<file path="src/rtl/serial_add_pkg.sv">
// Shared definitions for the bit-serial adder sequencer: state encoding and default width.
package serial_add_pkg;

  typedef logic [1:0] state_t;

  localparam state_t ST_IDLE = 2'd0;
  localparam state_t ST_RUN  = 2'd1;
  localparam state_t ST_DONE = 2'd2;

  localparam int unsigned SERIAL_ADD_DEFAULT_WIDTH = 8;

endpackage

</file>
<file path="src/rtl/add_bit_slice.sv">
// One full-adder bit built from two half adders; carry out is the OR of both half carries.
module add_bit_slice (
  input  logic i_a,
  input  logic i_b,
  input  logic i_cin,
  output logic o_sum,
  output logic o_cout
);

  logic w_s1;
  logic w_c1;
  logic w_c2;

  half_add u_half_add_ab (
    .i_a    (i_a),
    .i_b    (i_b),
    .o_sum  (w_s1),
    .o_carry(w_c1)
  );

  half_add u_half_add_cin (
    .i_a    (w_s1),
    .i_b    (i_cin),
    .o_sum  (o_sum),
    .o_carry(w_c2)
  );

  assign o_cout = w_c1 | w_c2;

endmodule

</file>
<file path="src/rtl/half_add.sv">
// Half adder: the building block of the shared full-adder slice.
module half_add (
  input  logic i_a,
  input  logic i_b,
  output logic o_sum,
  output logic o_carry
);

  assign o_sum   = i_a ^ i_b;
  assign o_carry = i_a & i_b;

endmodule

</file>
<file path="src/rtl/serial_add_ctrl.sv">
// Bit-serial add sequencer around one shared full-adder slice, LSB first, one bit per clock.
// Optional subtract mode is built when SERIAL_SUB_EN is defined.
module serial_add_ctrl
  import serial_add_pkg::*;
#(
  parameter int unsigned WIDTH = SERIAL_ADD_DEFAULT_WIDTH
) (
  input  logic             Clk,
  input  logic             Rst_n,
  input  logic             Start,
  input  logic [WIDTH-1:0] A,
  input  logic [WIDTH-1:0] B,
`ifdef SERIAL_SUB_EN
  input  logic             Sub,
`endif
  output logic             Ready,
  output logic             Done,
  output logic [WIDTH-1:0] Sum,
  output logic             Cout
);

  localparam int unsigned CNTW = $clog2(WIDTH);
  localparam logic [CNTW-1:0] LastBit = CNTW'(WIDTH - 1);

  state_t           r_state;
  logic [CNTW-1:0]  r_cnt;
  logic             r_carry;
  logic [WIDTH-1:0] r_a;
  logic [WIDTH-1:0] r_b;
  logic [WIDTH-1:0] r_res;
  logic [WIDTH-1:0] r_sum;
  logic             r_cout;

  state_t           w_state_nxt;
  logic [CNTW-1:0]  w_cnt_nxt;
  logic             w_carry_nxt;
  logic [WIDTH-1:0] w_a_nxt;
  logic [WIDTH-1:0] w_b_nxt;
  logic [WIDTH-1:0] w_res_nxt;
  logic [WIDTH-1:0] w_sum_nxt;
  logic             w_cout_nxt;

  logic [WIDTH-1:0] w_b_load;
  logic             w_cin_load;
  logic             w_slice_sum;
  logic             w_slice_cout;
  logic [WIDTH-1:0] w_res_shift;

`ifdef SERIAL_SUB_EN
  // Subtraction as A + ~B + 1: invert B on load and seed the carry.
  assign w_b_load   = Sub ? ~B : B;
  assign w_cin_load = Sub;
`else
  assign w_b_load   = B;
  assign w_cin_load = 1'b0;
`endif

  add_bit_slice u_add_bit_slice (
    .i_a   (r_a[0]),
    .i_b   (r_b[0]),
    .i_cin (r_carry),
    .o_sum (w_slice_sum),
    .o_cout(w_slice_cout)
  );

  assign w_res_shift = {w_slice_sum, r_res[WIDTH-1:1]};

  always_comb begin
    w_state_nxt = r_state;
    w_cnt_nxt   = r_cnt;
    w_carry_nxt = r_carry;
    w_a_nxt     = r_a;
    w_b_nxt     = r_b;
    w_res_nxt   = r_res;
    w_sum_nxt   = r_sum;
    w_cout_nxt  = r_cout;
    case (r_state)
      ST_IDLE: begin
        if (Start) begin
          w_state_nxt = ST_RUN;
          w_a_nxt     = A;
          w_b_nxt     = w_b_load;
          w_carry_nxt = w_cin_load;
          w_cnt_nxt   = '0;
        end
      end
      ST_RUN: begin
        w_a_nxt     = r_a >> 1;
        w_b_nxt     = r_b >> 1;
        w_res_nxt   = w_res_shift;
        w_carry_nxt = w_slice_cout;
        w_cnt_nxt   = r_cnt + 1'b1;
        // Visible result only changes when the last bit has been produced.
        if (r_cnt == LastBit) begin
          w_state_nxt = ST_DONE;
          w_sum_nxt   = w_res_shift;
          w_cout_nxt  = w_slice_cout;
        end
      end
      ST_DONE: w_state_nxt = ST_IDLE;
      default: w_state_nxt = ST_IDLE;
    endcase
  end

  always_ff @(posedge Clk) begin
    if (!Rst_n) begin
      r_state <= ST_IDLE;
      r_cnt   <= '0;
      r_carry <= 1'b0;
      r_a     <= '0;
      r_b     <= '0;
      r_res   <= '0;
      r_sum   <= '0;
      r_cout  <= 1'b0;
    end else begin
      r_state <= w_state_nxt;
      r_cnt   <= w_cnt_nxt;
      r_carry <= w_carry_nxt;
      r_a     <= w_a_nxt;
      r_b     <= w_b_nxt;
      r_res   <= w_res_nxt;
      r_sum   <= w_sum_nxt;
      r_cout  <= w_cout_nxt;
    end
  end

  assign Ready = (r_state == ST_IDLE);
  assign Done  = (r_state == ST_DONE);
  assign Sum   = r_sum;
  assign Cout  = r_cout;

endmodule
</file>
<file path="config.mk">
export PLATFORM = sky130hd
export DESIGN_NAME = serial_add_ctrl
export DESIGN_NICKNAME = d
export VERILOG_FILES = /design/src/rtl/serial_add_pkg.sv /design/src/rtl/add_bit_slice.sv /design/src/rtl/half_add.sv /design/src/rtl/serial_add_ctrl.sv
export SDC_FILE = /design/constraint.sdc
export NUM_CORES = 1
export LEC_CHECK = 0
export BUFFER_PORTS_ARGS = -buffer_cell sky130_fd_sc_hd__buf_2
export CORE_AREA = 4 4 59 61
export CTS_CLUSTER_SIZE = 8
export DETAILED_ROUTE_END_ITERATION = 10
export DIE_AREA = 0 0 63 65
export MAX_ROUTING_LAYER = met4
export PLACE_DENSITY = 0.79
export SLEW_MARGIN = 20
export SYNTH_ARGS = -nofsm -noshare
export SYNTH_HDL_FRONTEND = slang
export SYNTH_HIERARCHICAL = 1
export SYNTH_SLANG_ARGS = --single-unit
</file>
<file path="constraint.sdc">
create_clock -name Clk -period 3.2 [get_ports Clk]
set_input_delay 0.32 -clock Clk [delete_from_list [all_inputs] [get_ports Clk]]
set_output_delay 0.32 -clock Clk [all_outputs]
set_load 0.01 [all_outputs]
</file>
==> results.md <==
- The run finished with clean final reports.
- The clock-pin slew of the registers on the worst-case setup and hold paths is 100 ps.
- The worst register-to-register path ends at r_b[3].
- The library cells used most frequently in the layout, excluding fill and tap cells, are 38 x sky130_fd_sc_hd__dfxtp_1, 29 x sky130_fd_sc_hd__nor2_1, 29 x sky130_fd_sc_hd__buf_2.
- Global routing used 16.12% of the available tracks.
- The sequential share of power is 59.4%.
- Summed over all layers, the global routing overflow is 0.
- Derived from the worst setup path, the maximum achievable clock frequency is 558.3 MHz.
- The part of the power in combinational logic is 10.7%.
- The detailed router finished its first iteration with 32 violations.
- The floorplan step set the die height to 65 um.
- In this run the power density over the cells is 481.3 mW/mm2.
- For the final database, setup skew stands at 3.521 ps.
- The cell area after layout is 0.001783 mm2.
- Using the TritonRoute via totals, the vias-per-cell ratio works out to 5.513.
- Yosys printed 6 warnings.
- The origin of the worst setup path is r_state[0].
- The slack of the worst reg-to-reg path is 1410 ps.
- The startpoint of the most critical register-to-register path is r_state[0].
- The count of pins on the block boundary is 30.
- Entering global routing, the biggest net connects 39 pins.
- The tree built by TritonCTS fans out to 38 sinks.
- In this run the deepest clock path goes through 2 buffers.
- The floorplan die width is 63 um.
- The cts-stage hold buffer count is 0.
- The post-synthesis cell type count is 28.
- OpenSTA, run right after detailed placement, puts the worst setup slack at 1456 ps.
- By startpoint and endpoint, the worst setup path is classified as flop to flop.
- Final hold analysis gives a worst-case slack of 243.0 ps.
- The total power consumption of the routed design is 858.2 uW.
- When the netlist entered floorplanning its net count stood at 195.
- Post-CTS timing repair inserted 0 buffers for setup.
- Averaged over all synthesized cells, the footprint is 9.479 um2.
- CTS built an H-tree with a depth of 2.
- For this design the static power due to leakage is 0.0007063 uW.
- The initialized floorplan defines 20 standard-cell rows.
- The total of flip-flops plus latches after synthesis is 38.
- The floorplan die area is 0.004095 mm2.
- The total placed instance area is 0.001723 mm2.
- After routing, the total negative slack on setup checks comes to 0 ps.
- The internal power contribution is 639.7 uW.
- The required time of the critical path is 3430 ps.
- IR analysis of the VDD net gives a maximum drop of 0.0002831 V.
- The number of endpoints with negative hold slack in the final report is 0.
- The detailed placer's ending HPWL is 2100 um.
- Relative to the synthesized area, the layout overhead comes to 9.363%.
- The via count of the first global-routing pass is 1173.
- The sequential cell area fraction in the yosys report is 46.66%.
- The path category of the worst min-delay check is primary input to flop.
- The switching power total is 218.4 uW.
- The synthesized netlist occupies a cell area of 0.001630 mm2.
- The count of instances resized after the clock tree is built is 0.
- The area of the placeable core is 0.002978 mm2.
- The initial core utilization is 54.75%.
- The initial antenna violation count is 0.
- The post-route netlist has 24.10% of its cells at a drive strength greater than 1.
- Max-cap violations in this run came to 0.
- After technology mapping, the gate count stands at 172.
- The critical path ends at r_b[3].
- Of the available clock period, the critical path in the final layout requires 55.97%.
- The final-report setup violation count is 0.
- Wires add up to 3072 um.
- The final antenna diode count is 0.
- The insertion delay of the later-clocked pin in the worst-skew pair is 340 ps.
- At the pin with the least slew margin, the transition time is 1064 ps.
- The capturing element type of the critical path is a flop.
- The worst path meets setup with 1409 ps of slack.
- The switching fraction of total power is 25.45%.
- In the final routed layout, each cell accounts on average for 13.47 um.
- The post-layout minimum cycle time is 1791 ps.
- The leading cell type in the layout, fill and taps excluded is sky130_fd_sc_hd__dfxtp_1.
- The global placer's final weighted congestion is 0.7269.
- After detailed routing, the number of remaining DRC violations is 0.
- Before antenna repair, the detailed router went through 4 iterations.
- The clock network power share is 29.9%.
- For the worst flop-to-flop path, the logic depth is 3.
- The first-pass GRT wire length is 5030 um.
- The kind of start point of the critical path is a flop.
- The count of buffers added on input and output ports is 29.
- At the end of the flow, the number of nets in the layout was 217.
- TritonCTS built the clock tree.
- The number of clock buffers inserted by TritonCTS is 5.
- Setup repair after global routing left no endpoint under its margin.
- The max-slew violation count is 0.
- The tree is rooted in a sky130_fd_sc_hd__clkbuf_4.
- The total number of vias is 1257.
- Once detail routing completed, the nets flagged for antenna violations numbered 0.
- At the worst endpoint, the arrival time is 2020 ps.
- The relative slew slack is 29.05%.
- The largest fanout on the critical path is 22.
## power groups by stage
stage / clock, uW / sequential, uW / combinational, uW
final: 257 / 510 / 91.4
after global routing: 288 / 513 / 101
after CTS: 267 / 510 / 91.9
after detailed placement: 0 / 521 / 91.1
after global placement: 0 / 519 / 86.6
after floorplan: 0 / 515 / 76.7
## metal layers
metal  share of wire, %  up-vias  global-route usage (%)
met5                  0        -                       -
met4                1.7        0                   7.163
met3                5.3        8                   5.199
met2                 50       30                   28.19
met1                 43      579                   16.54
li1                   -      640                       -
## flip-flops by register name, summed over array words and instances (netlist names)
| name | count |
|---|---|
| Sum | 8 |
| r_res | 7 |
| Cout | 1 |
| r_state | 2 |
| r_a | 8 |
| r_b | 8 |
| r_cnt | 3 |
| r_carry | 1 |
## Yosys cell counts
cell | instances | share of area, %
sky130_fd_sc_hd__nor2b_1 | 6 | 2.3
sky130_fd_sc_hd__buf_1 | 1 | 0.23
sky130_fd_sc_hd__buf_2 | 5 | 1.5
sky130_fd_sc_hd__inv_1 | 1 | 0.23
sky130_fd_sc_hd__nand3b_1 | 1 | 0.46
sky130_fd_sc_hd__mux2i_1 | 2 | 1.2
sky130_fd_sc_hd__and2_1 | 1 | 0.38
sky130_fd_sc_hd__and3_1 | 1 | 0.38
sky130_fd_sc_hd__buf_6 | 2 | 1.4
sky130_fd_sc_hd__o21ba_2 | 1 | 0.61
sky130_fd_sc_hd__dfxtp_1 | 38 | 47
sky130_fd_sc_hd__a21boi_0 | 16 | 7.4
sky130_fd_sc_hd__nand3_1 | 9 | 2.8
sky130_fd_sc_hd__a22oi_1 | 5 | 2.3
sky130_fd_sc_hd__buf_4 | 1 | 0.46
sky130_fd_sc_hd__or2_1 | 1 | 0.38
sky130_fd_sc_hd__nand2b_1 | 1 | 0.38
sky130_fd_sc_hd__nand2_1 | 23 | 5.3
sky130_fd_sc_hd__clkbuf_1 | 4 | 0.92
sky130_fd_sc_hd__buf_12 | 1 | 1.2
sky130_fd_sc_hd__o221ai_1 | 4 | 2.1
sky130_fd_sc_hd__nor2_1 | 29 | 6.7
sky130_fd_sc_hd__nor3b_1 | 2 | 0.92
sky130_fd_sc_hd__or3b_1 | 1 | 0.54
sky130_fd_sc_hd__and2b_1 | 1 | 0.46
sky130_fd_sc_hd__o221ai_2 | 10 | 9.2
sky130_fd_sc_hd__o21bai_1 | 1 | 0.46
sky130_fd_sc_hd__ha_1 | 4 | 3.1
## per-stage QoR
step / util [%] / std cells
CTS: 59.87 / 228
global placement: 57.86 / 220
detailed placement: 57.86 / 220
global route: 59.87 / 228
finish: 59.87 / 228
floorplan: - / 172
## kinds of logic (layout without fill, tap and decap cells)
family / after synthesis / in the layout / synth area share (%)
AOI/OAI and AO/OA: 37 / 37 / 22.10
buffers and inverters: 15 / 38 / 5.985
adders and majority gates: 4 / 4 / 3.070
muxes: 2 / 2 / 1.228
DFF: 38 / 38 / 46.66
and+or+nand+nor: 76 / 76 / 20.95
## critical path, stage by stage (launching register included)
cell and delay, ps:
sky130_fd_sc_hd__dfxtp_1 510, sky130_fd_sc_hd__nand2b_1 610, sky130_fd_sc_hd__o221ai_1 460, sky130_fd_sc_hd__nor2_1 90
## worst min-delay path by stage
| stage | endpoint | startpoint | slack, ps | cells after the start |
|---|---|---|---|---|
| floorplan | r_b[1] | r_b[1] | 440 | 2 |
| global placement | Sum[1] | Sum[1] | 450 | 2 |
| detailed placement | Sum[0] | Sum[0] | 460 | 2 |
| CTS | r_a[7] | A[7] | 230 | 3 |
| global route | r_b[7] | B[7] | 230 | 3 |
| finish | r_a[7] | A[7] | 240 | 3 |
## layout make-up
cell class / count / area [um2]
clock buffers: 7 / 55.05
fillers: 280 / 1195
inverters: 1 / 3.754
well taps: 33 / 41.29
clock inverters: 1 / 5.005
flip-flops and latches: 38 / 760.7
repair buffers: 29 / 145.1
multi-input cells: 119 / 772.0
(Power assumes the default switching activity.)
